**config.mk**
```make
export PLATFORM = sky130hd
export DESIGN_NAME = mul_share_arbiter_flat
export DESIGN_NICKNAME = d
export VERILOG_FILES = /design/src/rtl/mul_share_arbiter_if.sv /design/src/rtl/mul_share_arbiter.sv /design/src/flat_wrapper.sv
export SDC_FILE = /design/constraint.sdc
export NUM_CORES = 1
export LEC_CHECK = 0
export BUFFER_PORTS_ARGS = -buffer_cell sky130_fd_sc_hd__buf_2
export CAP_MARGIN = 10
export CORE_MARGIN = 1.5
export CORE_UTILIZATION = 30
export CTS_CLUSTER_DIAMETER = 80
export DETAILED_ROUTE_END_ITERATION = 8
export GPL_TIMING_DRIVEN = 0
export HOLD_SLACK_MARGIN = 0.02
export PLACE_DENSITY_LB_ADDON = 0.3
export REMOVE_ABC_BUFFERS = 1
export SYNTH_ARGS = -nofsm -noshare
export SYNTH_HDL_FRONTEND = slang
export SYNTH_SLANG_ARGS = --single-unit
```
**constraint.sdc**
```tcl
create_clock -name Clk -period 1.4 [get_ports Clk]
set_input_delay 0.07 -clock Clk [delete_from_list [all_inputs] [get_ports Clk]]
set_output_delay 0.07 -clock Clk [all_outputs]
set_load 0.01 [all_outputs]
```
**src/rtl/mul_share_arbiter_if.sv**
```systemverilog
// Request, response and multiplier-side signals of the shared multiplier arbiter.
// The arbiter connects through the slave modport; requesters and multiplier use master.
interface mul_share_arbiter_if #(
  parameter int N = 16
);
  logic           Req0;
  logic [N-1:0]   A0;
  logic [N-1:0]   B0;
  logic           Req1;
  logic [N-1:0]   A1;
  logic [N-1:0]   B1;
  logic           Gnt0;
  logic           Gnt1;
  logic           Vld0;
  logic           Vld1;
  logic [2*N-1:0] Res;
  logic           Err;
  logic           Busy;
  logic           Mul_St;
  logic [N-1:0]   Mul_A;
  logic [N-1:0]   Mul_B;
  logic           Mul_Done;
  logic [2*N-1:0] Mul_P;

  modport slave (
    input  Req0, A0, B0, Req1, A1, B1, Mul_Done, Mul_P,
    output Gnt0, Gnt1, Vld0, Vld1, Res, Err, Busy, Mul_St, Mul_A, Mul_B
  );

  modport master (
    output Req0, A0, B0, Req1, A1, B1, Mul_Done, Mul_P,
    input  Gnt0, Gnt1, Vld0, Vld1, Res, Err, Busy, Mul_St, Mul_A, Mul_B
  );
endinterface

```
**src/rtl/mul_share_arbiter.sv**
```systemverilog
// Round-robin sharing of one shift-add multiplier between two requesters,
// with start/done sequencing, owner-tagged results and a Done watchdog.
module mul_share_arbiter #(
  parameter int N       = 16,
  parameter int TIMEOUT = 64
) (
  input logic                  Clk,
  input logic                  Rst_n,
  mul_share_arbiter_if.slave   bus
);
  localparam int CNT_W = (TIMEOUT > 1) ? $clog2(TIMEOUT) : 1;
  localparam logic [CNT_W-1:0] CNT_LAST = CNT_W'(TIMEOUT - 1);

  typedef enum logic [1:0] {IDLE, ISSUE, WAIT, RESP} state_t;

  state_t           state;
  logic             owner;
  logic             last;
  logic [CNT_W-1:0] cnt;
  logic             win;

  // On a tie the requester that was not served last wins.
  always_comb begin
    win = 1'b0;
    if (bus.Req0 && bus.Req1) win = ~last;
    else                      win = bus.Req1;
  end

  always_ff @(posedge Clk) begin
    if (!Rst_n) begin
      state      <= IDLE;
      owner      <= 1'b0;
      last       <= 1'b1;
      cnt        <= '0;
      bus.Gnt0   <= 1'b0;
      bus.Gnt1   <= 1'b0;
      bus.Vld0   <= 1'b0;
      bus.Vld1   <= 1'b0;
      bus.Err    <= 1'b0;
      bus.Busy   <= 1'b0;
      bus.Mul_St <= 1'b0;
      bus.Mul_A  <= '0;
      bus.Mul_B  <= '0;
      bus.Res    <= '0;
    end else begin
      bus.Gnt0   <= 1'b0;
      bus.Gnt1   <= 1'b0;
      bus.Vld0   <= 1'b0;
      bus.Vld1   <= 1'b0;
      bus.Err    <= 1'b0;
      bus.Mul_St <= 1'b0;
      unique case (state)
        IDLE: begin
          if (bus.Req0 || bus.Req1) begin
            state      <= ISSUE;
            owner      <= win;
            bus.Mul_A  <= win ? bus.A1 : bus.A0;
            bus.Mul_B  <= win ? bus.B1 : bus.B0;
            bus.Gnt0   <= ~win;
            bus.Gnt1   <= win;
            bus.Mul_St <= 1'b1;
            bus.Busy   <= 1'b1;
          end
        end
        // A Done seen during ISSUE is left over from the multiplier's previous run.
        ISSUE: begin
          state <= WAIT;
          cnt   <= '0;
        end
        WAIT: begin
          if (bus.Mul_Done) begin
            bus.Res  <= bus.Mul_P;
            bus.Vld0 <= ~owner;
            bus.Vld1 <= owner;
            state    <= RESP;
          end else if (cnt == CNT_LAST) begin
            bus.Res  <= '0;
            bus.Err  <= 1'b1;
            bus.Vld0 <= ~owner;
            bus.Vld1 <= owner;
            state    <= RESP;
          end else begin
            cnt <= cnt + 1'b1;
          end
        end
        RESP: begin
          last     <= owner;
          bus.Busy <= 1'b0;
          state    <= IDLE;
        end
        default: state <= IDLE;
      endcase
    end
  end
endmodule

```
**src/flat_wrapper.sv**
```systemverilog
// flat-port wrapper written by rule: the top's interface ports become plain ports
module mul_share_arbiter_flat 
#(
  parameter int N       = 16,
  parameter int TIMEOUT = 64
)
  (Clk, Rst_n, bus_Req0, bus_A0, bus_B0, bus_Req1, bus_A1, bus_B1, bus_Mul_Done, bus_Mul_P, bus_Gnt0, bus_Gnt1, bus_Vld0, bus_Vld1, bus_Res, bus_Err, bus_Busy, bus_Mul_St, bus_Mul_A, bus_Mul_B);
  mul_share_arbiter_if #(.N(N)) bus_i ();
  input logic Clk;
  input logic Rst_n;
  input wire logic [$bits(bus_i.Req0)-1:0] bus_Req0;
  input wire logic [$bits(bus_i.A0)-1:0] bus_A0;
  input wire logic [$bits(bus_i.B0)-1:0] bus_B0;
  input wire logic [$bits(bus_i.Req1)-1:0] bus_Req1;
  input wire logic [$bits(bus_i.A1)-1:0] bus_A1;
  input wire logic [$bits(bus_i.B1)-1:0] bus_B1;
  input wire logic [$bits(bus_i.Mul_Done)-1:0] bus_Mul_Done;
  input wire logic [$bits(bus_i.Mul_P)-1:0] bus_Mul_P;
  output wire logic [$bits(bus_i.Gnt0)-1:0] bus_Gnt0;
  output wire logic [$bits(bus_i.Gnt1)-1:0] bus_Gnt1;
  output wire logic [$bits(bus_i.Vld0)-1:0] bus_Vld0;
  output wire logic [$bits(bus_i.Vld1)-1:0] bus_Vld1;
  output wire logic [$bits(bus_i.Res)-1:0] bus_Res;
  output wire logic [$bits(bus_i.Err)-1:0] bus_Err;
  output wire logic [$bits(bus_i.Busy)-1:0] bus_Busy;
  output wire logic [$bits(bus_i.Mul_St)-1:0] bus_Mul_St;
  output wire logic [$bits(bus_i.Mul_A)-1:0] bus_Mul_A;
  output wire logic [$bits(bus_i.Mul_B)-1:0] bus_Mul_B;
  assign bus_i.Req0 = bus_Req0;
  assign bus_i.A0 = bus_A0;
  assign bus_i.B0 = bus_B0;
  assign bus_i.Req1 = bus_Req1;
  assign bus_i.A1 = bus_A1;
  assign bus_i.B1 = bus_B1;
  assign bus_i.Mul_Done = bus_Mul_Done;
  assign bus_i.Mul_P = bus_Mul_P;
  assign bus_Gnt0 = bus_i.Gnt0;
  assign bus_Gnt1 = bus_i.Gnt1;
  assign bus_Vld0 = bus_i.Vld0;
  assign bus_Vld1 = bus_i.Vld1;
  assign bus_Res = bus_i.Res;
  assign bus_Err = bus_i.Err;
  assign bus_Busy = bus_i.Busy;
  assign bus_Mul_St = bus_i.Mul_St;
  assign bus_Mul_A = bus_i.Mul_A;
  assign bus_Mul_B = bus_i.Mul_B;
  mul_share_arbiter #(.N(N), .TIMEOUT(TIMEOUT)) u_core (.Clk(Clk), .Rst_n(Rst_n), .bus(bus_i));
endmodule
```
* Word level (Yosys, flattened, before mapping)
Cells that the tools add are included.
Word-level totals: bits in registers 81, output and inout bits 71
Cells by class: reductions and logical operators 15, mux-type cells 20, eq/ne operators 8, bitwise logic cells 5, add/sub/neg operators 1
Operator list (number):
- $mux W32 | 2
- $mux W16 | 2
- $mux W6 | 2
- $pmux W6 S2 | 1
- $reduce_and A2 Y1 | 6
- $mux W1 | 8
- $pmux W2 S4 | 1
- $add A6 B1 Y6 const B | 1
- $eq A6 B6 Y1 const B | 1
- $mux W2 | 3
- $reduce_and A3 Y1 | 2
- $reduce_bool A2 Y1 | 3
- $not A1 Y1 | 5
- $eq A2 B2 Y1 const B | 2
- $ne A2 B2 Y1 const B | 2
- $ne A3 B2 Y1 const B | 1
- $reduce_or A3 Y1 | 1
- $eq A2 B1 Y1 const B | 1
- $logic_not A2 Y1 | 1
- $ne A2 B1 Y1 const B | 1
- $pmux W1 S2 | 1
- $logic_and A1 B1 Y1 | 1
- $logic_or A1 B1 Y1 | 1

* Longest topological paths before layout
Gate-level depths: netlist of the first run.
depth after elaboration 4, depth in mapped cells 7

* Worst setup path before layout of the first run
Ideal clock, no wire load.
kind register to register, from register u_core.state[0], to register u_core.state[1], arrival time 1.369 ns, clock period less this slack 1.441 ns, slack -0.041 ns, path buffers 1, stages on the path, launching flop included 8, path through dfxtp_1 -> inv_1 -> ha_1 -> nor2b_1 -> buf_4 -> o21ai_2 -> a21boi_2 -> mux2i_1
Between the ends: cells in the longest elaborated chain, start to end 3
Ends and longest elaborated chain:
- start, declared | line mul_share_arbiter.sv:16 | state_t state;
- start signal, assigned | line mul_share_arbiter.sv:31 | state <= IDLE;
- start signal, assigned | line mul_share_arbiter.sv:55 | state <= ISSUE;
- start signal, assigned | line mul_share_arbiter.sv:67 | state <= WAIT;
- $eq A2 B2 Y1 or $logic_not A2 Y1 (tied branches) | line mul_share_arbiter.sv:52 | unique case (state)
- $ne A3 B2 Y1 (no line) or $ne A2 B1 Y1 (tied branches)
- $reduce_and A2 Y1 (no line)
Parallel ways exist; a longest one is shown, timed or not. A chain may end at the register's enable or synchronous reset.

* Worst setup path in the final report of the first run
from register u_core.state[1], to register u_core.bus.Gnt1
Between the ends: cells in the longest elaborated chain, start to end 2
Ends and longest elaborated chain:
- $logic_not A2 Y1 | line mul_share_arbiter.sv:52
- $reduce_and A3 Y1 (no line)
- end signal, assigned | line mul_share_arbiter.sv:60 | bus.Gnt1 <= win;
- end, declared | line mul_share_arbiter_if.sv:27 | output Gnt0, Gnt1, Vld0, Vld1, Res, Err, Busy, Mul_St, Mul_A, Mul_B
No other way between the ends.

==> results by group, run 1 <==
Status
  – Outcome: finished with violations
  – Failing checks: DRC, setup timing

Place
  – Placed instance area: 4510 um2
  – Placed insts: 650
  – I/O Buffers: 171
  – Final Wtd Congestion: 0.720
  – DP HPWL: 6.21 mm

Logic synthesis
  – Compound-Gate Fraction of Synth Area: 0.254
  – Warnings, synthesis: 0
  – Number of flops mapped to enable cells by yosys: 0
  – Post-synthesis mux area share: 0.101
  – Synth Area per Inst: 9.75 um2
  – Seq/Total Area, Yosys: 0.454
  – Adder-cell share of the synthesized area: 0.0175
  – Largest family of logic cells by synthesized area: compound AO/OA/AOI/OAI gates
  – XOR/XNOR Fraction of Synth Area: 0
  – Cells after Synth: 366
  – Async S/R FF share, synth: 0
  – Simple-gate share of the synthesized area: 0.116
  – Netlist cell types: 35
  – Commonest register cell after synthesis: dfxtp_1
  – Synthesis-stage register bit count: 81
  – Syn Std Cell Area: 3570 um2

Die
  – I/O Pins: 172
  – Die area: 12600 um2
  – Core area: 11500 um2
  – Die width: 112 um
  – Starting density of the core: 0.310
  – Die Span Y: 112 um
  – Rows: 39

Timing
  – Clk_skew: 0.00559 ns
  – FMAX: 668 MHz
  – Slew @ Worst Pin: 0.690 ns
  – WHS: 0.0324 ns
  – Final Hold Viols: 0
  – Worst Slack Setup Final: -0.0979 ns
  – RSZ-0062 raised after global routing: yes
  – Final Critical Period: 1.50 ns
  – Max-slew headroom: 0.540
  – Fin crit share: 1.07
  – Final Slew Violations: 0
  – Setup-failing EPs final: 51

Power and ir drop
  – Pwr dens: 1730 nW/um2
  – Net switching fraction of the power: 0.328
  – Tot Pwr: 9.68 mW
  – Combinational Power Share: 0.405
  – Int Pwr: 6.51 mW
  – Sw Pwr: 3.17 mW
  – Clock share of power: 0.274
  – Seq pwr share: 0.321
  – Peak VDD IR: 0.000873 V
  – P_leak: 2.70 nW

Setup path
  – WS Path Type: register to register
  – CP Capture Type: register
  – Critical path data required time: 1.63 ns
  – Critical Path Slowest Stage Cell: dfxtp_4
  – Worst setup SP type: register
  – Critical Path AT: 1.73 ns
  – Max incr delay on CP: 0.37 ns
  – Worst r2r path cells: 7
  – Worst-path maximum fanout: 28
  – Cell Chain, Critical Path: inv_1 > ha_2 > nor2b_4 > buf_12 > buf_6 > buf_16 > and3_1

CTS
  – H-tree lvl count: 3
  – Reg clk slew, reported paths: 0.06 ns
  – Clk buf depth: 2
  – Total CTS buffers: 9
  – Worst-skew pair later-pin latency: 0.33 ns
  – CTS tree: done
  – Clk sink count: 81
  – Clock root buffer: clkbuf_16

Global routing
  – Most Used Layer, Global Route: met2
  – GRT Resource Usage Total: 0.170
  – Met2 Use GR: 0.289
  – GR Layer Usage met1: 0.210
  – GR Util met3: 0.0367
  – Number of global-route vias before repair: 3315
  – Initial antenna violation count: 0
  – First-pass GRT wire length: 16.8 mm
  – Largest net degree at the start of global routing: 42
  – GRT overflow: 0

Drt
  – Final ANT Viol Nets: 0
  – Drt pass-1 iters: 7
  – DRT Wirelength: 11.0 mm
  – Vias/cell: 4.87
  – DRC viols: 10
  – Via count: 3478
  – Routed wire per std cell: 15.4 um
  – Initial DRC Count: 142

Finish
  – Ant diodes: 0
  – Design Area, Final: 5610 um2
  – # fillers: 1059
  – Final net count: 672
  – Util after Layout: 0.487
  – Share of cells above drive strength 1: 0.461
  – Syn-to-layout area delta: 57.2%
  – Fin cells: 714

Run
  – Max-cap violations: 0

Worst hold path
  – HP Class: input port to register
  – Worst Hold Depth: 3
[final timing paths]
path                                       from                   to  slack (ns)
worst max-delay path            u_core.state[1]      u_core.bus.Gnt1        -0.1
worst min-delay path                  bus_A1[1]  u_core.bus.Mul_A[1]        0.03
worst max register to register  u_core.state[1]      u_core.bus.Gnt1        -0.1
worst min register to register     u_core.owner      u_core.bus.Vld0        0.49
[cells in the mapped netlist, types with 2 or more instances]
cell | number | area, um2
nor3b_1 | 2 | 15.0
dfxtp_1 | 81 | 1620
a21oi_1 | 33 | 165
a21boi_1 | 28 | 210
nand2b_1 | 3 | 18.8
a21boi_0 | 5 | 37.5
nand4_1 | 4 | 25.0
nor3_1 | 2 | 10.0
and3_1 | 34 | 213
ha_1 | 5 | 62.6
o21a_1 | 32 | 240
buf_2 | 11 | 55.1
inv_1 | 2 | 7.51
nor2_1 | 2 | 7.51
mux2i_1 | 36 | 360
and4_1 | 2 | 17.5
buf_6 | 6 | 67.6
clkbuf_1 | 15 | 56.3
buf_4 | 2 | 15.0
nor2b_1 | 3 | 18.8
and2_1 | 3 | 18.8
o21ai_0 | 34 | 170
nand3_1 | 2 | 10.0
nand2_1 | 7 | 26.3
a21boi_2 | 2 | 22.5
[layer usage]
metal / vias up / share of wire
li1: 1728 / -
met1: 1602 / 0.43
met2: 139 / 0.48
met3: 9 / 0.069
met4: 0 / 0.013
met5: - / 0
[stage by stage]
| stage | TNS (ns) | setup WS, ns |
|---|---|---|
| 2_1_floorplan | -84.93 | -1.71 |
| 3_3_place_gp | -129.96 | -2.30 |
| 3_5_place_dp | -32.16 | -0.853 |
| 4_1_cts | -0.468 | -0.0509 |
| 5_1_grt | -7.13 | -0.170 |
| 6_report | -2.76 | -0.0979 |
[cells in the final DEF (no fill, tap or decap), drive strengths merged]
master / Yosys / routed
o21a: 32 / 32
and4: 2 / 2
a21boi: 35 / 35
nor2b: 4 / 4
ha: 5 / 5
a21oi: 33 / 33
nand3: 3 / 3
a31oi: 1 / 1
o221a: 1 / 1
dfxtp: 81 / 81
nand2: 7 / 7
and3: 34 / 34
nor2: 2 / 2
o21ai: 35 / 35
inv: 2 / 2
or2: 1 / 1
nor3: 3 / 3
mux2i: 36 / 36
bufinv: 0 / 2
nor3b: 2 / 2
nand2b: 3 / 3
clkbuf: 15 / 15
dlygate4sd3: 0 / 18
and2: 3 / 3
a32o: 1 / 1
clkinv: 0 / 2
bufbuf: 0 / 1
o21bai: 2 / 3
buf: 19 / 200
nand4: 4 / 4
[what timing repair did]
item | in CTS | in global routing
resized for setup | 36 | 29
hold buffers | 18 | 0
endpoints found under the setup margin | 74 | 75
cloned | 5 | 4
pin swaps | 15 | 14
hold endpoints to repair | 14 | 0
setup buffers | 19 | 4
[cells by family after synthesis]
kind of cell / count (synthesis)
buffers and inverters: 36
adder cells (fa/ha/maj): 5
flip-flops: 81
AND/OR/NAND/NOR: 68
multiplexers: 36
AO/OA/AOI/OAI: 140
[final cells by class]
cell class | count | area (um2) | share of cell area
Multi-Input combinational cell | 250 | 1930 | 0.345
Clock buffer | 12 | 267 | 0.0475
Clock inverter | 4 | 73.8 | 0.0132
Sequential cell | 81 | 1630 | 0.291
Tap cell | 143 | 179 | 0.0319
Inverter | 2 | 7.51 | 0.00134
Timing Repair Buffer | 222 | 1520 | 0.271
[state kept, by name, summed over array words and instances, names as in the netlist, 2 cells and up]
name,flops
u_core.bus.Mul_B,16
u_core.bus.Res,32
u_core.bus.Mul_A,16
u_core.state,2
u_core.cnt,6
[critical path: cells and delay by family, from the launching register on]
kind / cells / cell delay, ns
AND/OR/NAND/NOR: 2 / 0.31
flip-flops: 1 / 0.37
buffers and inverters: 4 / 0.50
adder cells (fa/ha/maj): 1 / 0.21
[power groups by stage]
stage	Combinational (mW)	Sequential (mW)	Clock [mW]
2_1_floorplan	1.26	3.34	0
3_3_place_gp	2.41	3.10	0
3_5_place_dp	2.65	3.12	0
4_1_cts	3.45	3.10	2.72
5_1_grt	4.24	3.18	2.82
6_report	3.92	3.11	2.65
Note: power is estimated with default switching activity, not from simulation.
==> inputs of run 2 (changes only) <==
- CORE_UTILIZATION: 30 -> 40
- clock period: 1.4 -> 1.9 ns (I/O delays scaled with it)
==> run 2 against run 1 <==
  * The run now ends clean
  * First-iteration DRC count is 51% lower
  * Largest cell class unchanged
  * Sequential share of layout area is 3.9 points higher
  * Critical path depth up 1
  * Via count is 7.3% lower
  * Utilization is 7.9 points higher
  * Die area shrank 24%
  * Setup slack gained 0.22 ns
  * Non-clock buffer count down 30
  * Sequential power decreased by 27%
  * Combinational power is 49% lower
==> results by group, run 2 (same netlist as run 1, synthesis figures left out) <==
Status
  – Outcome: finished, final reports clean

Global routing
  – GRT overflow: 0
  – First-pass GRT wire length: 14.1 mm
  – Number of global-route vias before repair: 3027
  – Initial antenna violation count: 0
  – Largest net degree at the start of global routing: 81
  – GRT Resource Usage Total: 0.184

Place
  – Placed insts: 614
  – DP HPWL: 5.51 mm
  – I/O Buffers: 171
  – Final Wtd Congestion: 0.779

Drt
  – Final ANT Viol Nets: 0
  – Vias/cell: 4.97
  – Via count: 3223
  – Initial DRC Count: 70
  – Highest Signal Layer: met4
  – DRT Wirelength: 8.65 mm
  – Drt pass-1 iters: 4
  – WL met2: 3.88 mm
  – Metal3 WL: 553 um
  – Routed length on met1: 4.07 mm
  – Routed wire per std cell: 13.3 um
  – DRC viols: 0

Worst hold path
  – Worst Hold Depth: 3
  – HP Class: input port to register

CTS
  – Clock root buffer: clkbuf_8
  – H-tree lvl count: 3
  – Clk sink count: 81
  – Reg clk slew, reported paths: 0.09 ns
  – CTS tree: done
  – Total CTS buffers: 9
  – Clk buf depth: 2
  – Worst-skew pair later-pin latency: 0.35 ns

Timing
  – RSZ-0062 raised after global routing: no
  – Clk_skew: 0.0113 ns
  – Fin crit share: 0.937
  – Slew @ Worst Pin: 0.668 ns
  – FMAX: 562 MHz
  – Final Slew Violations: 0
  – Setup TNS after final layout: 0 ns
  – Max-slew headroom: 0.555
  – Setup-failing EPs final: 0
  – Final Hold Viols: 0
  – Final Critical Period: 1.78 ns

Finish
  – Share of cells above drive strength 1: 0.381
  – Ant diodes: 0
  – Fin cells: 649
  – Syn-to-layout area delta: 37.7%
  – Largest register by flop count: u_core.bus.Res
  – Commonest non-fill, non-tap cells in the layout: buf_2, dfxtp_1, mux2i_1
  – Max FFs per register: 32
  – Final net count: 642
  – # fillers: 783
  – Commonest non-fill, non-tap cell in the layout: buf_2
  – Biggest regs: u_core.bus.Res x32, u_core.bus.Mul_A x16, u_core.bus.Mul_B x16

Setup path
  – Worst setup SP type: register
  – Critical path data required time: 2.14 ns
  – Critical Path AT: 2.02 ns
  – WS Path Type: register to register
  – Worst r2r path cells: 8
  – Worst-path maximum fanout: 63
  – CP Capture Type: register

Die
  – Die Span Y: 97.5 um
  – Rows: 34
  – Starting density of the core: 0.411
  – Die area: 9500 um2
  – I/O Pins: 172
  – Core area: 8680 um2
  – Die width: 97.5 um

Run
  – Max-cap violations: 0

Power and ir drop
  – Pwr dens: 1160 nW/um2
  – P_leak: 2.41 nW
  – Tot Pwr: 5.70 mW
  – Peak VDD IR: 0.000805 V
-- run 2: changes by cell type in the layout (fill, tap and decap cells not counted), moves of 5 or more --
cell           before  now
a21boi_2           22    2
clkbuf_8            3   10
clkbuf_16          12    0
a21boi_1           10   27
buf_4               9    2
dlygate4sd3_1      18   13
buf_6              10    0
-- run 2: worst paths after layout --
path,start,end,slack (ns)
setup / recovery,u_core.state[0],u_core.cnt[4],0.12
hold / removal,bus_A0[12],u_core.bus.Mul_A[12],0.04
setup reg to reg,u_core.state[0],u_core.cnt[4],0.12
hold reg to reg,u_core.owner,u_core.bus.Vld0,0.49
-- run 2: power by group --
group	leakage, nW	internal (mW)	total (mW)	switching, mW
Combinational	1.64	0.874	1.99	1.12
Sequential	0.663	2.08	2.27	0.191
Clock	0.113	0.781	1.43	0.645
Total	2.41	3.74	5.70	1.96
-- run 2: final cells by class --
cell class	count	area, um2	share of cell area
clock buffer	10	138	0.0280
clock inverter	6	90.1	0.0183
inverter	2	7.51	0.00153
multi-input combinational	250	1800	0.367
sequential	81	1620	0.330
tap	108	135	0.0275
timing repair buffer	192	1120	0.228
-- run 2: metal layers --
metal  vias to the layer above  global-route usage
li1                       1660                   -
met4                         0              0.0758
met5                         -                   0
met2                       129               0.296
met3                        12              0.0468
met1                      1422               0.234
-- run 2: timing repair --
| action | in CTS | in global routing |
|---|---|---|
| endpoints found under the hold margin | 10 | 0 |
| endpoints found under the setup margin | 39 | 5 |
| cloned | 1 | 0 |
| buffers inserted | 0 | 4 |
| pin swaps | 0 | 2 |
| hold buffers | 13 | 0 |
| gates resized for setup | 4 | 0 |
-- run 2: worst max-delay path, cell delays in order, from the launching register on --
cell and delay (ns):
dfxtp_1 0.35, inv_1 0.13, ha_4 0.20, buf_12 0.23, nor2b_4 0.23, buf_4 0.14
nand3_1 0.07, nor3b_1 0.23, nor3_1 0.07
-- run 2: stage by stage --
stage | setup slack, ns | hold WS [ns] | area [um2] | util
after floorplan | -1.21 | 0.157 | 3380 | -
after global placement | -1.75 | 0.381 | 4370 | 0.503
after detailed placement | -0.228 | 0.389 | 4450 | 0.512
after CTS | 0.0485 | 0.0201 | 4840 | 0.558
after global routing | 0.0101 | 0.0224 | 4910 | 0.566
final | 0.120 | 0.0397 | 4910 | 0.566
==> inputs of run 3 (changes only) <==
- CORE_MARGIN: 1.5 -> 4
==> run 3 against run 2 <==
  * Clock power fell by 15%
  * Largest cell class unchanged
  * Design area fell by 3.0%
  * Clock-buffer cell count rose by 1
  * Power fell by 2.3%
  * Utilization fell by 2.0 points
  * Sequential power barely moved
  * Register-to-register slack got worse by 0.06 ns
==> results by group, run 3 (same netlist as run 1, synthesis figures left out) <==
Worst hold path
  – Startpoint of the worst hold path: bus_B0[13]
  – HP Class: input port to register
  – Worst Hold Depth: 3
  – Min-Delay Endpoint: u_core.bus.Mul_B[13]

Power and ir drop
  – Peak VDD IR: 0.000660 V
  – Pwr dens: 1170 nW/um2
  – P_leak: 2.35 nW
  – Tot Pwr: 5.57 mW

CTS
  – Worst-skew pair later-pin latency: 0.34 ns
  – Clk buf depth: 2
  – H-tree lvl count: 3
  – Total CTS buffers: 9
  – CTS tree: done
  – Clk sink count: 81
  – Reg clk slew, reported paths: 0.09 ns
  – Clock root buffer: clkbuf_8

Timing
  – Fin crit share: 0.968
  – Worst Slack Setup Final: 0.0601 ns
  – WHS: 0.0385 ns
  – Setup-failing EPs final: 0
  – Final Critical Period: 1.84 ns
  – Max-slew headroom: 0.586
  – Final Hold Viols: 0
  – Clk_skew: 0.0118 ns
  – Final Slew Violations: 0
  – FMAX: 544 MHz
  – Setup TNS after final layout: 0 ns
  – Slew @ Worst Pin: 0.621 ns

Global routing
  – First-pass GRT wire length: 13.6 mm
  – Number of global-route vias before repair: 2915
  – GRT Resource Usage Total: 0.162
  – GRT overflow: 0
  – Initial antenna violation count: 0
  – Largest net degree at the start of global routing: 81

Setup path
  – Crit Reg-Reg Startpoint: u_core.state[0]
  – Critical Path AT: 2.07 ns
  – CP startpoint: u_core.state[0]
  – Max incr delay on CP: 0.35 ns
  – Critical Path Slowest Stage Cell: dfxtp_1
  – Family of cells with the greatest summed delay on the critical path: compound AO/OA/AOI/OAI gates
  – Critical path data required time: 2.13 ns
  – WS Path Type: register to register
  – R2R setup slack: 0.06 ns
  – Worst r2r path cells: 7
  – Reg-to-Reg End: u_core.state[0]
  – Cell Chain, Critical Path: inv_1 > ha_4 > buf_16 > nor2b_4 > o21ai_2 > a21boi_2 > o221a_1
  – Worst-path maximum fanout: 32
  – CP Capture Type: register
  – Buf/Inv on CP: 2
  – Worst setup SP type: register

Die
  – Die Span Y: 102 um
  – Starting density of the core: 0.409
  – Die area: 10500 um2
  – Die width: 102 um
  – Rows: 34
  – I/O Pins: 172
  – Core area: 8720 um2

Drt
  – Vias/cell: 5.02
  – Initial DRC Count: 82
  – Via count: 3204
  – Routed wire per std cell: 14.6 um
  – Drt pass-1 iters: 4
  – Final ANT Viol Nets: 0
  – DRT Wirelength: 9.30 mm
  – DRC viols: 0

Finish
  – Ant diodes: 0
  – Commonest non-fill, non-tap cell in the layout: buf_2
  – Biggest regs: u_core.bus.Res x32, u_core.bus.Mul_A x16, u_core.bus.Mul_B x16
  – Final net count: 631
  – Share of cells above drive strength 1: 0.383
  – Largest register by flop count: u_core.bus.Res
  – Multi-input logic area: 1800 um2
  – FF/Latch Area: 1620 um2
  – Design Area, Final: 4770 um2
  – Commonest non-fill, non-tap cells in the layout: buf_2, dfxtp_1, mux2i_1
  – Max FFs per register: 32
  – Syn-to-layout area delta: 33.5%
  – # fillers: 797

Place
  – Pre-CTS WS: -0.256 ns
  – Placed instance area: 4450 um2
  – DP HPWL: 6.14 mm
  – Final Wtd Congestion: 0.744
  – I/O Buffers: 171

Status
  – Outcome: finished, final reports clean

Run
  – Max-cap violations: 0
## run 3: cell count changes in the layout (fill, tap and decap cells not counted)
| cell | previous run | this run |
|---|---|---|
| dlygate4sd3_1 | 13 | 3 |
| buf_12 | 6 | 3 |
| buf_16 | 0 | 1 |
| clkbuf_1 | 0 | 2 |
| inv_6 | 1 | 0 |
| clkbuf_16 | 0 | 1 |
| bufinv_16 | 2 | 1 |
| clkbuf_8 | 10 | 9 |
| clkinv_2 | 1 | 2 |
## run 3: per-stage QoR
| stage | util | cells |
|---|---|---|
| after floorplan | - | 332 |
| after global placement | 0.501 | 611 |
| after global routing | 0.547 | 638 |
| after detailed placement | 0.510 | 614 |
| final | 0.547 | 638 |
| after CTS | 0.539 | 634 |
## run 3: layer usage
layer  wire length [um]  up-vias  track usage
li1                   -     1642            -
met1               4010     1422        0.205
met2               4330      127        0.269
met3                820       13       0.0416
met4                135        0       0.0575
met5                  0        -            0
## run 3: worst max-delay path by stage
stage	endpoint	slack [ns]	cells past startpoint
2_1_floorplan	u_core.bus.Mul_A[0]	-1.21	3
3_3_place_gp	u_core.bus.Mul_B[14]	-1.75	3
3_5_place_dp	u_core.state[0]	-0.26	7
4_1_cts	u_core.state[0]	0.04	7
5_1_grt	u_core.bus.Res[19]	-0.01	5
6_report	u_core.state[0]	0.06	7
## run 3: layout make-up
type | instances | share of cell area
Clock buffer | 11 | 0.0276
Clock inverter | 5 | 0.0118
Inverter | 2 | 0.00157
Multi-Input combinational cell | 250 | 0.378
Sequential cell | 81 | 0.340
Tap cell | 108 | 0.0283
Timing Repair Buffer | 181 | 0.213
## run 3: power breakdown
part	total, mW	internal, mW	switching [mW]
Sequential	2.27	2.08	0.190
Combinational	2.08	0.912	1.17
Clock	1.21	0.607	0.606
## run 3: tightest hold or removal path, cell delays in order
cell and delay, ns:
buf_2 0.07, mux2i_1 0.05, a21oi_1 0.12
## run 3: timing repair
| item | in CTS | in global routing |
|---|---|---|
| pin swaps | 0 | 0 |
| buffers inserted | 0 | 2 |
| cloned | 1 | 1 |
| gates resized for setup | 4 | 1 |
| endpoints found under the setup margin | 39 | 1 |
| hold endpoints to repair | 2 | 0 |
| hold buffers | 3 | 0 |
